[config.mk]
export PLATFORM = sky130hd
export DESIGN_NAME = antirrebote_botones
export DESIGN_NICKNAME = d
export VERILOG_FILES = /design/src/rtl/antirrebote_botones.sv
export SDC_FILE = /design/constraint.sdc
export NUM_CORES = 1
export LEC_CHECK = 0
export ABC_AREA = 1
export CORE_ASPECT_RATIO = 0.6
export CORE_MARGIN = 1.5
export CORE_UTILIZATION = 60
export CTS_CLUSTER_DIAMETER = 150
export DETAILED_ROUTE_END_ITERATION = 10
export GPL_ROUTABILITY_DRIVEN = 0
export GPL_TIMING_DRIVEN = 0
export HOLD_SLACK_MARGIN = 0.08
export PLACE_DENSITY_LB_ADDON = 0.3
export SETUP_SLACK_MARGIN = 0.05
export SYNTH_ARGS = -nofsm -noshare
export SYNTH_HDL_FRONTEND = slang
export SYNTH_SLANG_ARGS = --single-unit
[constraint.sdc]
create_clock -name clk -period 3.7 [get_ports clk]
set_clock_uncertainty 0.15 [all_clocks]
set_input_delay 0.555 -clock clk [delete_from_list [all_inputs] [get_ports clk]]
set_output_delay 0.555 -clock clk [all_outputs]
set_load 0.01 [all_outputs]
[src/rtl/antirrebote_botones.sv]
// ============================================================================
// Module      : antirrebote_botones
// Description : Two-channel push-button conditioner. Each raw asynchronous
//               button is synchronized with two flip-flops and debounced by
//               a four-state machine. It then produces a registered
//               single-cycle pulse per accepted press, plus a registered
//               debounced level.
//               Optional macro AUTO_REPEAT_EN: adds a per-channel hold
//               counter. The counter issues periodic repeat pulses while a
//               button stays pressed (first repeat after HOLD_CYCLES, then
//               one every REPEAT_CYCLES).
// Revision    : 1.0 - initial release
// ============================================================================
`default_nettype none

module antirrebote_botones #(
  parameter int DEB_CYCLES    = 50000,
  parameter int HOLD_CYCLES   = 25000000,
  parameter int REPEAT_CYCLES = 10000000
) (
  input  logic clk,
  input  logic rst_n,
  input  logic boton1_in,
  input  logic boton2_in,
  output logic pulso1,
  output logic pulso2,
  output logic nivel1,
  output logic nivel2
);

  // Debounce counter width: it only has to reach DEB_CYCLES-1.
  localparam int c_CNT_W = (DEB_CYCLES > 2) ? $clog2(DEB_CYCLES) : 1;
  localparam logic [c_CNT_W-1:0] c_CNT_LAST = c_CNT_W'(DEB_CYCLES - 1);
  localparam logic [c_CNT_W-1:0] c_CNT_ONE  = c_CNT_W'(1);

`ifdef AUTO_REPEAT_EN
  // The hold counter has to reach the larger of the two repeat intervals.
  localparam int c_HOLD_MAX = (HOLD_CYCLES > REPEAT_CYCLES) ? HOLD_CYCLES : REPEAT_CYCLES;
  localparam int c_HOLD_W   = (c_HOLD_MAX > 2) ? $clog2(c_HOLD_MAX) : 1;
  localparam logic [c_HOLD_W-1:0] c_HOLD_LAST = c_HOLD_W'(HOLD_CYCLES - 1);
  localparam logic [c_HOLD_W-1:0] c_REP_LAST  = c_HOLD_W'(REPEAT_CYCLES - 1);
  localparam logic [c_HOLD_W-1:0] c_HOLD_ONE  = c_HOLD_W'(1);
`endif

  // Reject configurations the confirmation logic cannot honour.
  generate
    if (DEB_CYCLES < 2 || HOLD_CYCLES < 1 || REPEAT_CYCLES < 2) begin : g_param_check
      $error("antirrebote_botones: DEB_CYCLES must be >= 2, HOLD_CYCLES >= 1, REPEAT_CYCLES >= 2");
    end
  endgenerate

  typedef enum logic [1:0] {
    SOLTADO     = 2'd0,
    CONF_PULSA  = 2'd1,
    PULSADO     = 2'd2,
    CONF_SUELTA = 2'd3
  } estado_t;

  logic [1:0] w_raw;
  logic [1:0] w_pulso;
  logic [1:0] w_nivel;

  assign w_raw  = {boton2_in, boton1_in};
  assign pulso1 = w_pulso[0];
  assign pulso2 = w_pulso[1];
  assign nivel1 = w_nivel[0];
  assign nivel2 = w_nivel[1];

  // The two channels are identical and share no state.
  generate
    for (genvar gi = 0; gi < 2; gi++) begin : g_canal
      logic [1:0]         r_sync;
      logic               w_s;
      estado_t            r_estado;
      logic [c_CNT_W-1:0] r_cnt;
      logic               r_pulso;
      logic               r_nivel;
      logic               w_conf_done;
      logic               w_rep_hit;

      assign w_s         = r_sync[1];
      assign w_conf_done = (r_cnt == c_CNT_LAST);
      assign w_pulso[gi] = r_pulso;
      assign w_nivel[gi] = r_nivel;

      // Two-stage synchronizer for the asynchronous raw input.
      always_ff @(posedge clk or negedge rst_n) begin
        if (!rst_n) begin
          r_sync <= 2'b00;
        end else begin
          r_sync <= {r_sync[0], w_raw[gi]};
        end
      end

`ifdef AUTO_REPEAT_EN
      logic [c_HOLD_W-1:0] r_hcnt;
      logic                r_repitiendo;
      logic                w_accept;

      assign w_accept  = (r_estado == CONF_PULSA) && w_s && w_conf_done;
      // A repeat fires while the press is still held, after HOLD_CYCLES for
      // the first repeat and after REPEAT_CYCLES for each later one.
      assign w_rep_hit = (r_estado == PULSADO) && w_s &&
                         (r_hcnt == (r_repitiendo ? c_REP_LAST : c_HOLD_LAST));

      // Hold counter: cleared on acceptance and while released. It runs
      // while held and freezes during a release confirmation.
      always_ff @(posedge clk or negedge rst_n) begin
        if (!rst_n) begin
          r_hcnt       <= '0;
          r_repitiendo <= 1'b0;
        end else if (w_accept || (r_estado == SOLTADO)) begin
          r_hcnt       <= '0;
          r_repitiendo <= 1'b0;
        end else if (w_rep_hit) begin
          r_hcnt       <= '0;
          r_repitiendo <= 1'b1;
        end else if ((r_estado == PULSADO) && w_s) begin
          r_hcnt       <= r_hcnt + c_HOLD_ONE;
        end
      end
`else
      assign w_rep_hit = 1'b0;
`endif

      // Debounce state machine with registered pulse and level outputs.
      always_ff @(posedge clk or negedge rst_n) begin
        if (!rst_n) begin
          r_estado <= SOLTADO;
          r_cnt    <= '0;
          r_pulso  <= 1'b0;
          r_nivel  <= 1'b0;
        end else begin
          r_pulso <= 1'b0;
          case (r_estado)
            SOLTADO: begin
              r_nivel <= 1'b0;
              if (w_s) begin
                r_estado <= CONF_PULSA;
                r_cnt    <= c_CNT_ONE;
              end
            end
            CONF_PULSA: begin
              if (!w_s) begin
                r_estado <= SOLTADO;
                r_cnt    <= '0;
              end else if (w_conf_done) begin
                r_estado <= PULSADO;
                r_cnt    <= '0;
                r_pulso  <= 1'b1;
                r_nivel  <= 1'b1;
              end else begin
                r_cnt    <= r_cnt + c_CNT_ONE;
              end
            end
            PULSADO: begin
              r_nivel <= 1'b1;
              if (!w_s) begin
                r_estado <= CONF_SUELTA;
                r_cnt    <= c_CNT_ONE;
              end else begin
                r_pulso  <= w_rep_hit;
              end
            end
            CONF_SUELTA: begin
              if (w_s) begin
                r_estado <= PULSADO;
                r_cnt    <= '0;
              end else if (w_conf_done) begin
                r_estado <= SOLTADO;
                r_cnt    <= '0;
                r_nivel  <= 1'b0;
              end else begin
                r_cnt    <= r_cnt + c_CNT_ONE;
              end
            end
            default: begin
              r_estado <= SOLTADO;
              r_cnt    <= '0;
              r_nivel  <= 1'b0;
            end
          endcase
        end
      end
    end
  endgenerate

endmodule

`default_nettype wire
==> impl_summary.md <==
Layout
The post-synthesis to final-layout area growth is 10.6%. After the last flow step, the layout net total stands at 390. The fraction of layout instances using a drive strength above 1 is 8.75%. The number of antenna diodes in the final layout is 0.

The final instance area is 2910 µm². In the final layout, the multi-input gates occupy 1320 µm². Registers take 1100 µm². The filler cells instantiated in the layout total 336.

STA
The setup slack of the critical path after layout is 1.77 ns. The number of pins exceeding their max-slew limit in the final report is 0. The worst pin sits at a relative slew slack of 68.8%. The time the worst path needs with I/O delays and setup is 1.93 ns. The transition time at the pin with the least slew margin is 0.468 ns. Setup violations remaining at the end of the flow were counted as 0. Setup repair after global routing left no endpoint under its margin. The final total negative setup slack is 0 ns.

The number of hold-slack violations in the final timing report came to 0. Dividing the final minimum period by the clock period gives 52.2%. The final worst hold slack is 0.201 ns.

Static timing analysis puts the maximum clock frequency at 518 MHz.

Logic synthesis
The fraction of the mapped netlist area in compound gates is 6.04%. Of the total synthesized cell area, the portion taken by XOR and XNOR cells is 2.33%. In the synthesized netlist, the number of instances is 360. Summing the areas of all and, or, nand and nor instances in the mapped netlist gives 37.2% of the synthesized area. The cell area after synthesis is 2630 µm². By area the synthesized netlist is led by sky130_fd_sc_hd__dfrtp_1, sky130_fd_sc_hd__nand2_1, sky130_fd_sc_hd__nor2_1. The post-synthesis net count is 374. The mean instance size in the synthesized netlist is 7.30 µm². In this run, distinct cell masters in the synthesized netlist total 29. The sequential cell area fraction in the yosys report is 41.9%. The cell type with the largest total area after synthesis is sky130_fd_sc_hd__dfrtp_1. The top cell type by area accounts for 41.9% of the synthesized area. In this run, synthesis inferred 0 flip-flops with an integrated enable. The commonest cells after synthesis are sky130_fd_sc_hd__nand2_1, sky130_fd_sc_hd__nor2_1, sky130_fd_sc_hd__dfrtp_1. By area, the combinational part of the netlist is dominated by simple AND/OR/NAND/NOR gates.

In the synthesized netlist, mux cells make up 0% of the area. In the synthesized netlist the async set-or-reset flop fraction comes to 100%. The total of flip-flops plus latches after synthesis is 44. Summing the areas of all fa, ha and maj instances in the mapped netlist gives 4.76% of the synthesized area. The total number of yosys warnings is 0. By instance count, the leading cell after synthesis is sky130_fd_sc_hd__nand2_1.

The dominant register cell in the synthesized netlist is sky130_fd_sc_hd__dfrtp_1.

Power
For this design the static power due to leakage is 1.38 nW. Power spread over the standard cell area amounts to 546 nW/µm². IR analysis of the VDD net gives a maximum drop of 0.539 mV.

Summing internal, switching and leakage power gives 1.59 mW.

GRT
Summed over all layers, the global routing overflow is 0. The number of global-route vias before repair is 1923. Global routing used 26.5% of the available tracks across all layers. Entering global routing, the biggest net connects 26 pins.

The initial antenna violation count came to 0. The first global-routing pass estimated 9360 µm of wire.

Floorplan
The core region is 4170 µm². The starting density of the core is 63.1%. Pin placement for this block handled 8 I/O pins.

The floorplan has 18 rows. The die is 88.5 µm wide. In this run the vertical extent of the chip is 54.3 µm. The die covers 4800 µm².

Worst setup path
At the worst endpoint, the required time is 2.99 ns. In this run the worst setup path begins at nivel2$_DFFE_PN0P_. For the worst flop-to-flop path, the logic depth is 9. The worst reg-to-reg setup slack is 1.88 ns. The number of buffers and inverters on the critical path is 1.

The type of the setup path with the least slack is reg -> out. Along the worst path, the maximum fanout reaches 2. The worst register-to-register path ends at g_canal[0].r_cnt[7]$_DFFE_PN0P_. The gate family responsible for the most delay along the worst path is buffers and inverters. The beginning of the worst register-to-register path is g_canal[0].r_estado[0]$_DFFE_PN0P_. The kind of end point of the critical path is an output port. The critical path goes through clkdlybuf4s50_1. The highest cell delay on the worst timing path is 0.55 ns. The slowest cell on the critical path is sky130_fd_sc_hd__clkdlybuf4s50_1. Data on the critical path arrives at its endpoint at 1.23 ns. STA classifies the critical path startpoint as a register.

Route
Using the TritonRoute via totals, the vias-per-cell ratio works out to 5.32. The number of design rule violations left after detail routing is 0. The overall routed net length is 5620 µm.

In this run the remaining antenna-violating nets after routing total 0. The total via count in the routed design is 2324. The routed wire length per instance is 12.9 µm.

After the first detailed-routing iteration, the DRC count stood at 249. The first detailed-routing pass took 5 iterations.

Clocking
The clock transition time at the flip-flop clock pins of the worst setup and hold paths is 0.09 ns. The largest buffer count on any clock path is 2. For the worst-skew pair, the clock arrives at the later sink with an insertion delay of 0.30 ns. The cell sitting at the root of the clock tree is a sky130_fd_sc_hd__clkbuf_8. The H-tree was split into 2 levels. The number of sinks handled by clock tree synthesis is 44. After clock tree synthesis, the repair step resized 0 gates. The clock tree from TritonCTS is built. The number of buffers added by the clock tree synthesis step is 5.

Run
Across the run, the number of max-cap violations was 0.

Hold path
The worst hold path belongs to the class reg -> reg. The endpoint with the worst hold slack is g_canal[0].r_sync[1]$_DFF_PN0_. The worst hold path passes through 0 cells. The worst hold path begins at g_canal[0].r_sync[0]$_DFF_PN0_.

Placed design
The placed instances occupy a cell area of 2790 µm². The post-placement worst setup slack is 1.88 ns. The count of buffers added on input and output ports is 7. The HPWL after detailed placement is 4190 µm.

Status
The run finished with clean final reports.
==> power by group <==
part	total, mW	internal [mW]	switching [mW]
combinational	0.607	0.205	0.402
clock	0.367	0.201	0.166
sequential	0.612	0.547	0.0651
==> kinds of logic after synthesis <==
| family | count (synthesis) |
|---|---|
| AO/OA/AOI/OAI | 25 |
| XOR/XNOR | 7 |
| adder cells (fa/ha/maj) | 10 |
| buffers and inverters | 47 |
| flip-flops | 44 |
| AND/OR/NAND/NOR | 227 |
==> registers in the layout (all words and copies together), names as in the netlist, named ones only <==
name and flops:
g_canal.r_cnt 32, g_canal.r_estado 2, g_canal.r_sync 4, nivel1 1, nivel2 1, pulso1 1, pulso2 1
==> layout make-up <==
| class | instances | share of cell area, % |
|---|---|---|
| buffer | 5 | 1.51 |
| clock buffer | 6 | 2.50 |
| clock inverter | 2 | 1.21 |
| inverter | 42 | 5.51 |
| multi-input combinational | 269 | 45.5 |
| sequential | 44 | 37.9 |
| tap | 60 | 2.58 |
| timing repair buffer | 9 | 3.27 |
==> cells in the final DEF (no fill, tap or decap), drive strengths merged, types with 7 or more instances in the layout <==
cell,count
a21oi,9
buf,7
dfrtp,44
ha,10
inv,42
nand2,100
nand3,35
nand4,13
nor2,70
o21ai,12
==> worst max-delay path by stage <==
stage                                  endpoint  depth (start not counted)
3_5_place_dp    g_canal[0].r_cnt[5]$_DFFE_PN0P_                          8
3_3_place_gp         asynchronous set/reset pin                          1
4_1_cts                                  nivel2                          1
6_report                                 nivel2                          1
5_1_grt         g_canal[1].r_cnt[8]$_DFFE_PN0P_                          8
2_1_floorplan  g_canal[0].r_cnt[10]$_DFFE_PN0P_                          8
==> layer usage <==
| metal | GRT usage, % | wire (µm) | up-vias |
|---|---|---|---|
| met5 | 0 | 0 | - |
| met4 | 6.77 | 36 | 0 |
| met3 | 6.64 | 463 | 4 |
| met2 | 33.2 | 2190 | 90 |
| met1 | 43.8 | 2930 | 1054 |
| li1 | - | - | 1176 |
==> metrics by stage <==
step / util [%] / cells
4_1_cts: 69.8 / 437
2_1_floorplan: - / 360
3_5_place_dp: 66.9 / 428
6_report: 69.8 / 437
5_1_grt: 69.8 / 437
3_3_place_gp: 66.6 / 427
==> what timing repair did <==
action                                  CTS  global route
endpoints found under the hold margin    19             0
endpoints found under the setup margin    0             0
setup buffers                             0             0
hold buffers                              1             0
Note: power is estimated with default switching activity, not from simulation.
